$ cat src/rtl/fisr_pkg.sv
// fisr_pkg: shared constants, FSM states and fp32 field helpers for fisr_iter
package fisr_pkg;
    localparam logic [31:0] MAGIC_DEFAULT  = 32'h5f3759df;
    localparam logic [31:0] FP32_CANON_NAN = 32'h7FC00000;
    localparam logic [31:0] FP32_POS_INF   = 32'h7F800000;
    localparam logic [31:0] FP32_ZERO      = 32'h00000000;
    localparam logic [31:0] THREEHALFS_Q   = 32'h60000000;

    typedef enum logic [2:0] {IDLE, SEED, SQ, MXY, SUB, UPD, DONE} state_t;

    function automatic logic fp_sign(input logic [31:0] v);
        return v[31];
    endfunction

    function automatic logic [7:0] fp_exp(input logic [31:0] v);
        return v[30:23];
    endfunction

    function automatic logic [22:0] fp_mant(input logic [31:0] v);
        return v[22:0];
    endfunction
endpackage

$ cat src/rtl/fp32_mul_trunc.sv
// fp32_mul_trunc: combinational fp32 multiply, truncating, denormals flushed to +0, overflow to +inf
module fp32_mul_trunc
    import fisr_pkg::*;
(
    input  logic [31:0] a,
    input  logic [31:0] b,
    output logic [31:0] p
);
    logic [47:0] prod;
    logic [9:0]  e;
    logic [22:0] m;

    always_comb begin
        prod = {1'b1, fp_mant(a)} * {1'b1, fp_mant(b)};
        e    = {2'b0, fp_exp(a)} + {2'b0, fp_exp(b)} + {9'b0, prod[47]} - 10'd127;
        m    = 23'(prod >> (6'd23 + {5'd0, prod[47]}));
        p    = (fp_exp(a) == 8'd0 || fp_exp(b) == 8'd0 || e[9] || e == 10'd0) ? FP32_ZERO
             : (e >= 10'd255) ? FP32_POS_INF
             : {fp_sign(a) ^ fp_sign(b), e[7:0], m};
    end
endmodule

$ cat src/rtl/fisr_iter.sv
// fisr_iter: fp32 1/sqrt(x) from a magic seed plus NR_ITER Newton steps on one shared multiplier.
// Defining FISR_STATUS_EN adds out_flags = {nan_or_neg, zero_or_denorm, pos_inf}.
module fisr_iter
    import fisr_pkg::*;
#(
    parameter int          NR_ITER = 1,
    parameter logic [31:0] MAGIC   = MAGIC_DEFAULT
) (
    input  logic        clk,
    input  logic        rst,
    input  logic        in_valid,
    output logic        in_ready,
    input  logic [31:0] DataIn,
    output logic        out_valid,
    input  logic        out_ready,
    output logic [31:0] DataOut
`ifdef FISR_STATUS_EN
    ,
    output logic [2:0]  out_flags
`endif
);
    state_t      state, nxt;
    logic [31:0] x, y, t, ma, mb, mp, th, tq, d, rf, spec_val;
    logic [1:0]  cnt;
    logic [4:0]  lz;
    logic        accept, last, nan_or_neg, zero_den, pos_inf;

    fp32_mul_trunc u_mul (.a(ma), .b(mb), .p(mp));

    always_comb begin
        nan_or_neg = (fp_sign(DataIn) && DataIn[30:0] != 31'd0)
                   || (fp_exp(DataIn) == 8'hFF && fp_mant(DataIn) != 23'd0);
        zero_den   = !nan_or_neg && fp_exp(DataIn) == 8'd0;
        pos_inf    = DataIn == FP32_POS_INF;
        spec_val   = nan_or_neg ? FP32_CANON_NAN : zero_den ? FP32_POS_INF : FP32_ZERO;
        in_ready   = state == IDLE;
        accept     = in_valid && in_ready;
        last       = cnt + 2'd1 == 2'(NR_ITER);
        ma         = state == MXY ? x : y;
        mb         = state == SQ ? y : t;
        th         = fp_exp(mp) <= 8'd1 ? FP32_ZERO : mp - 32'h0080_0000;
        // t as unsigned Q2.30: value = 1.m * 2^(e-127), so shift {1,m} by e-120
        tq         = fp_exp(t) >= 8'd128 ? 32'h7FFF_FFFF
                   : fp_exp(t) == 8'd0 ? 32'd0
                   : fp_exp(t) >= 8'd120 ? {8'd0, 1'b1, fp_mant(t)} << (fp_exp(t) - 8'd120)
                   : {8'd0, 1'b1, fp_mant(t)} >> (8'd120 - fp_exp(t));
        d          = THREEHALFS_Q - tq;
        lz         = 5'd0;
        for (int i = 0; i < 31; i++)
            if (d[i]) lz = 5'(i);
        rf         = tq >= THREEHALFS_Q ? FP32_ZERO
                   : {1'b0, 8'd97 + {3'd0, lz}, 23'({d, 23'd0} >> lz)};
        nxt        = state == IDLE ? (accept ? ((nan_or_neg || zero_den || pos_inf) ? DONE : SEED) : IDLE)
                   : state == SEED ? (NR_ITER == 0 ? DONE : SQ)
                   : state == SQ   ? MXY
                   : state == MXY  ? SUB
                   : state == SUB  ? UPD
                   : state == UPD  ? (last ? DONE : SQ)
                   : (out_valid && out_ready) ? IDLE : DONE;
    end

    always_ff @(posedge clk)
        if (rst) state <= IDLE;
        else     state <= nxt;

    always_ff @(posedge clk) begin
        if (rst) begin
            x         <= '0;
            y         <= '0;
            t         <= '0;
            cnt       <= '0;
            DataOut   <= '0;
            out_valid <= 1'b0;
        end else begin
            if (accept) begin
                x   <= DataIn;
                y   <= spec_val;
                cnt <= '0;
            end
            if (state == SEED) y <= MAGIC - (x >> 1);
            if (state == SQ)   t <= mp;
            if (state == MXY)  t <= th;
            if (state == SUB)  t <= rf;
            if (state == UPD) begin
                y   <= mp;
                cnt <= cnt + 2'd1;
            end
            // first DONE cycle publishes y; it then holds until the consumer takes it
            if (state == DONE) begin
                out_valid <= !(out_valid && out_ready);
                if (!out_valid) DataOut <= y;
            end
        end
    end

`ifdef FISR_STATUS_EN
    logic [2:0] flags;

    always_ff @(posedge clk) begin
        if (rst) begin
            flags     <= '0;
            out_flags <= '0;
        end else begin
            if (accept) flags <= {nan_or_neg, zero_den, pos_inf};
            if (state == DONE && !out_valid) out_flags <= flags;
        end
    end
`endif
endmodule

$ cat config.mk
export PLATFORM = sky130hd
export DESIGN_NAME = fisr_iter
export DESIGN_NICKNAME = d
export VERILOG_FILES = /design/src/rtl/fisr_pkg.sv /design/src/rtl/fp32_mul_trunc.sv /design/src/rtl/fisr_iter.sv
export SDC_FILE = /design/constraint.sdc
export NUM_CORES = 2
export LEC_CHECK = 0
export ABC_AREA = 1
export CORE_MARGIN = 8
export CORE_UTILIZATION = 50
export DETAILED_ROUTE_END_ITERATION = 8
export HOLD_SLACK_MARGIN = 0.05
export PLACE_DENSITY = 0.71
export SYNTH_ARGS = -nofsm -noshare
export SYNTH_HDL_FRONTEND = slang
export SYNTH_SLANG_ARGS = --single-unit
$ cat constraint.sdc
create_clock -name clk -period 33.7 [get_ports clk]
set_input_delay 6.74 -clock clk [delete_from_list [all_inputs] [get_ports clk]]
set_output_delay 6.74 -clock clk [all_outputs]
set_load 0.005 [all_outputs]
* Word-level counts from Yosys, hierarchy flattened
Cells that the tools add are included.
** Storage, ports and cells
- Register bits after elaboration :: 134
- Bits of input ports :: 36
** Cells by class
- $mul :: 1
- Bitwise operators :: 2
- Add/sub/neg operators :: 11
- Shift-type cells :: 4
- Eq/ne operators :: 9
- Reduce and logical (&&, ||, !) cells :: 25
- Multiplexer cells :: 59
- $lt $le $gt $ge :: 5
** Operator list (number)
- two-way mux 32 bit :: 14
- two-way mux 5 bit :: 28
- two-way mux 31 bit :: 3
- >> shifter 55 x 5 -> 23 bit :: 1
- multiplier 24 x 24 -> 48 bit :: 1
- >> shifter 48 x 6 -> 23 bit :: 1
- equality test 32 x 31 -> 1 bit, second input constant :: 1
- greater-or-equal comparator 32 x 31 -> 1 bit, second input constant :: 1
- zero test 8 bit :: 4
- left shift 24 x 8 -> 32 bit :: 1
- >> shifter 24 x 8 -> 32 bit :: 1
- subtractor 31 x 31 -> 32 bit, first input constant :: 1
- subtractor 31 x 32 -> 32 bit, first input constant :: 1
- subtractor 32 x 24 -> 32 bit, second input constant :: 1
- nonzero test 31 bit :: 1
- two-way mux 3 bit :: 10
- nonzero test 23 bit :: 1
- adder 10 x 1 -> 10 bit :: 1
- greater-or-equal comparator 10 x 8 -> 1 bit, second input constant :: 1
- zero test 10 bit :: 1
- subtractor 10 x 7 -> 10 bit, second input constant :: 1
- adder 8 x 8 -> 9 bit :: 1
- equality test 3 bit, second input constant :: 3
- adder 7 x 5 -> 8 bit, first input constant :: 1
- 22 further kinds :: 36

* Logic depth before layout (Yosys ltp)
- Word-level depth :: 39
- Depth in mapped cells :: 63

* Cells and area by module
Synthesis repeated with hierarchy kept, for this count alone.
** Second synthesis, totals
- Cell total of the unflattened synthesis :: 5059
- Area, all modules :: 33352.0 µm²
** By module, submodules not included
- fp32_mul_trunc :: seq. area each 0.0 µm², area each 20683.6 µm², instances 1, cells an instance 2813
- fisr_iter :: seq. area each 2682.6 µm², area each 12668.4 µm², instances 1, cells an instance 2246

* Worst setup path before layout
No wires, ideal clock.
- Path kind :: register -> register
- Start point :: reg state[2]
- End point :: reg t[20]
- Path slack :: 22217 ps
- Clock period less this slack :: 11483 ps
- Library setup time :: 117 ps
- Data arrival time :: 11366 ps
- Required time :: 33583 ps
- Cell stages (with the launch flop) :: 62
- Cell sequence :: dfxtp_1 -> inv_1 -> nand3_1 -> clkbuf_1 -> clkbuf_1 -> clkbuf_1 -> clkbuf_1 -> nand2_1 -> o21ai_1 -> clkinv_1 -> nor2_1 -> fa_1 -> fa_1 -> inv_1 -> fa_1 -> inv_1 -> fa_1 -> inv_1 -> (+26 left out) -> nand3_1 -> nand2_1 -> o21ai_0 -> nand3_1 -> nor2_1 -> a41o_1 -> clkbuf_1 -> a21oi_1 -> inv_1 -> ha_1 -> o2111ai_1 -> o21ai_0 -> inv_2 -> clkbuf_1 -> nand2_1 -> nand2_1 -> nor2_1 -> nor2_1
** On the way
- Cells in the longest elaborated chain, start to end :: 12
- Elaborated cells on any way between the ends :: 27
- Classes of those cells :: add/sub: 5; mul: 1; order compare: 2; eq/ne: 3; shift: 1; mux: 8; reduce/logical: 7
** RTL lines
- start: declaration :: line fisr_iter.sv:22 : state_t state, nxt;
- start signal: assignment :: line fisr_iter.sv:64 : else state <= nxt;
- equality test 3 x 2 -> 1 bit (on tied branches)
- two-way mux 32 bit (on tied branches) :: line fisr_iter.sv:39, fisr_iter.sv:40
- multiplier 24 x 24 -> 48 bit or adder 8 x 8 -> 9 bit (tied branches) :: line fp32_mul_trunc.sv:14, fp32_mul_trunc.sv:15
- adder 10 x 1 -> 10 bit :: line fp32_mul_trunc.sv:15 : e = {2'b0, fp_exp(a)} + {2'b0, fp_exp(b)} + {9'b0, prod[47]} - 10'd127;
- subtractor 10 x 7 -> 10 bit :: line fp32_mul_trunc.sv:15
- greater-or-equal comparator 10 x 8 -> 1 bit (tied with other cells) :: line fp32_mul_trunc.sv:18 : : (e >= 10'd255) ? FP32_POS_INF
- two-way mux 32 bit or logical OR 1 bit (tied branches) :: line fp32_mul_trunc.sv:18, fp32_mul_trunc.sv:17
- two-way mux 32 bit :: line fp32_mul_trunc.sv:17 : p = (fp_exp(a) == 8'd0 || fp_exp(b) == 8'd0 || e[9] || e == 10'd0) ? FP32_ZERO
- subtractor 32 x 24 -> 32 bit or <= comparator 8 x 1 -> 1 bit (tied branches) :: line fisr_iter.sv:41 : th = fp_exp(mp) <= 8'd1 ? FP32_ZERO : mp - 32'h0080_0000;
- two-way mux 32 bit :: line fisr_iter.sv:41
- two-way mux 32 bit :: line fisr_iter.sv:82 : if (state == MXY) t <= th;
- two-way mux 32 bit :: line fisr_iter.sv:83 : if (state == SUB) t <= rf;
- end signal: assignment :: line fisr_iter.sv:81 : if (state == SQ) t <= mp;
- end signal: assignment :: line fisr_iter.sv:82
- end signal: assignment :: line fisr_iter.sv:83
- end: declaration :: line fisr_iter.sv:23 : logic [31:0] x, y, t, ma, mb, mp, th, tq, d, rf, spec_val;
Parallel ways exist; a longest one is shown, timed or not. The select of a mux whose other input is x is not followed.
A chain may end at the register's enable or synchronous reset.

* Worst setup path after layout
- Start point :: reg state[1]
- End point :: reg t[16]
The elaborated chain is that of the path after synthesis.

==> results.toml <==
[sta]
worst_pin_slew_ns = 1.16
setup_viol = 0
final.min_clock_period_ns = 12.97
max_freq_mhz = 77.1
rsz0062_at_grt = "false"
finalSetupTns_ns = 0
max_slew_margin_pct = 22.7
finalClockSkew_ns = 0.0154
slew_violations = 0
finalCritPeriodShare_pct = 38.5
hold_viol = 0

[floorplanning]
die_width_um = 263
die_h_um = 263
initial_core_util_pct = 50.6
die-area_mm2 = 0.0693
num_io_pins = 70
core_mm2 = 0.0604
rows = 90

[synth]
synth_edf_count = 0
syn_nets = 5093
synthCells = 4388
postSynthAreaPerCell_um2 = 6.96
synth_common_cells = "nand2_1 (950), inv_1 (798), fa_1 (482)"
synth_ff_type = "dfxtp_1"
yosys_warnings = 0
synthTopCellsByArea = "fa_1 (32%), nand2_1 (12%), inv_1 (9.8%)"
synth_cell_types = 64
yosysMostFrequentCell = "nand2_1"
netlist_area_mm2 = 0.0306
synth_top_area_share_pct = 31.6
yosys.area.top_type = "fa_1"
ys_seq_area_share_pct = 8.78
ys_ff_latch = 134
synthArstFlopShare_pct = 0

[finish]
layout.cells.non_filler = 5131
insertedDiodeCount = 0
fin_nets = 5041
drive_gt1_share_pct = 4.21
syn2layout_area_growth_pct = 6.23
n_fill_cell = 5864

[routing]
wl_per_cell_um = 19.7
route.met3.wl_mm = 11.7
highest_layer = "met4"
drc_errors = 0
drt_iter0_markers = 3101
via_per_inst = 5.73
wl_met1_mm = 40.8
drtPass1Iterations = 7
wl_met2_mm = 44.8
routed_wl_mm = 101
vias = 29400
ant_nets = 0

[status]
status = "complete, no violations"

[setup_path]
cp_top_family = "adder cells"
slowest_stage = "clkinv_1"
cp-start-kind = "flip-flop"
path_class = "flip-flop to flip-flop"
reg2reg_from = "state[1]"
crit_start = "state[1]"
crit_top_cell = "inv_1"
cp_slowest_stage_delay_ns = 0.80
path_buf_inv = 13
crit_fanout = 44
crit_path_end_kind = "flip-flop"
required_ns = 34.06
cp.arrival_ns = 13.32

[min_path]
min-delay-start = "y[31]"
hold_class = "flip-flop to flip-flop"

[place]
hpwlAfterDp_mm = 78.7
placedCellCount = 5099
port_buffers = 69
place_congestion = 0.961

[clock_tree]
cts_setup_buffers = 0
hold_buffers = 0
cts.sinks = 134
cts_buffers = 17
cts_max_level = 4
cts_root_buffer = "clkbuf_16"
clock_latency_ns = 0.43
cts_max_path_buffers = 2
cts_tree = "built"
cts.repair.resized = 0
clk_pin_slew_ns = 0.07

[global_route]
grt.total_usage_pct = 28.8
grt_pass1_vias = 28900
grt_max_degree = 93
overflow = 0
grt_pass1_wl_mm = 160
antenna_found_initial = 0

[flow_run]
max-cap-violations = 0

[pwr]
irDropWorstVdd_mv = 0.0529
p_leak_nw = 15.3
power_density_mw_per_mm2 = 76.5
p_total_w = 0.00248
## cell usage in the layout, fill, tap and decap left out, drive strengths merged, types with 3 or more instances in the layout
| master | synthesis | final |
|---|---|---|
| clkinv | 22 | 25 |
| mux2i | 6 | 6 |
| dfxtp | 134 | 134 |
| nor2 | 438 | 438 |
| o31ai | 8 | 8 |
| or2 | 8 | 8 |
| and2 | 3 | 3 |
| o221ai | 3 | 3 |
| o22ai | 4 | 4 |
| a21oi | 205 | 205 |
| clkbuf | 149 | 17 |
| nor4 | 11 | 11 |
| nor3 | 18 | 18 |
| buf | 54 | 63 |
| inv | 818 | 827 |
| a22oi | 3 | 3 |
| fa | 482 | 482 |
| a311o | 3 | 3 |
| a221oi | 10 | 10 |
| clkdlybuf4s50 | 0 | 69 |
| ha | 187 | 187 |
| o21a | 5 | 5 |
| a31oi | 35 | 35 |
| nand2 | 967 | 967 |
| nand4 | 20 | 20 |
| xor2 | 48 | 48 |
| o311ai | 5 | 5 |
| o21ai | 304 | 304 |
| a21boi | 3 | 3 |
| a211oi | 10 | 10 |
| o211ai | 20 | 20 |
| xnor2 | 20 | 20 |
| nand3 | 369 | 369 |
## state kept, by name (all words and copies together), names as in the netlist
register and count:
out_valid 1, cnt 2, x 32, t 32, DataOut 32, state 3
y 32
## per-layer routing
layer,track usage [%],vias up
met4,8.79,0
met2,45.9,1647
met5,0,-
met1,38.9,14000
li1,-,13500
met3,6.35,264
## metrics by stage
step	hold slack [ns]	setup slack, ns	instance area [µm²]	utilization, %
after global placement	0.454	21.48	31900	52.8
after detailed placement	0.459	21.04	31900	52.8
after floorplan	0.430	22.22	30600	-
final	0.471	20.73	32500	53.8
after global routing	0.495	19.79	32500	53.8
after CTS	0.469	20.98	32500	53.8
## final timing paths
check	cells after the start	slack (ns)	endpoint
worst max register to register	52	20.73	t[16]
worst min register to register	2	0.47	y[31]
worst max-delay path	52	20.73	t[16]
worst min-delay path	2	0.47	y[31]
## tightest hold or removal path, stage by stage (launching register included)
cell and delay (ns):
dfxtp_1 0.31, nand2_1 0.06, a21oi_1 0.05
## power breakdown
part / internal [W] / total, W / switching [W]
clock network: 0.000107 / 0.000192 / 0.0000858
logic: 0.000612 / 0.00205 / 0.00144
registers: 0.000200 / 0.000243 / 0.0000426
total: 0.000919 / 0.00248 / 0.00157
## cell families after synthesis
logic type	synth area share [%]
flops	8.78
fa+ha+maj	39.2
simple gates	25.1
compound gates	11.4
mux	0.197
buf+inv	13.3
xor+xnor	1.95
## area by class of cell
class,instances,area [µm²],share of cell area (%)
clock inverters,15,180,0.555
multi-input cells,3211,23900,73.5
well taps,782,978,3.01
clock buffers,17,425,1.31
repair buffers,132,1160,3.58
inverters,840,3160,9.72
flip-flops and latches,134,2680,8.26
Power figures use the tool's default switching activity.
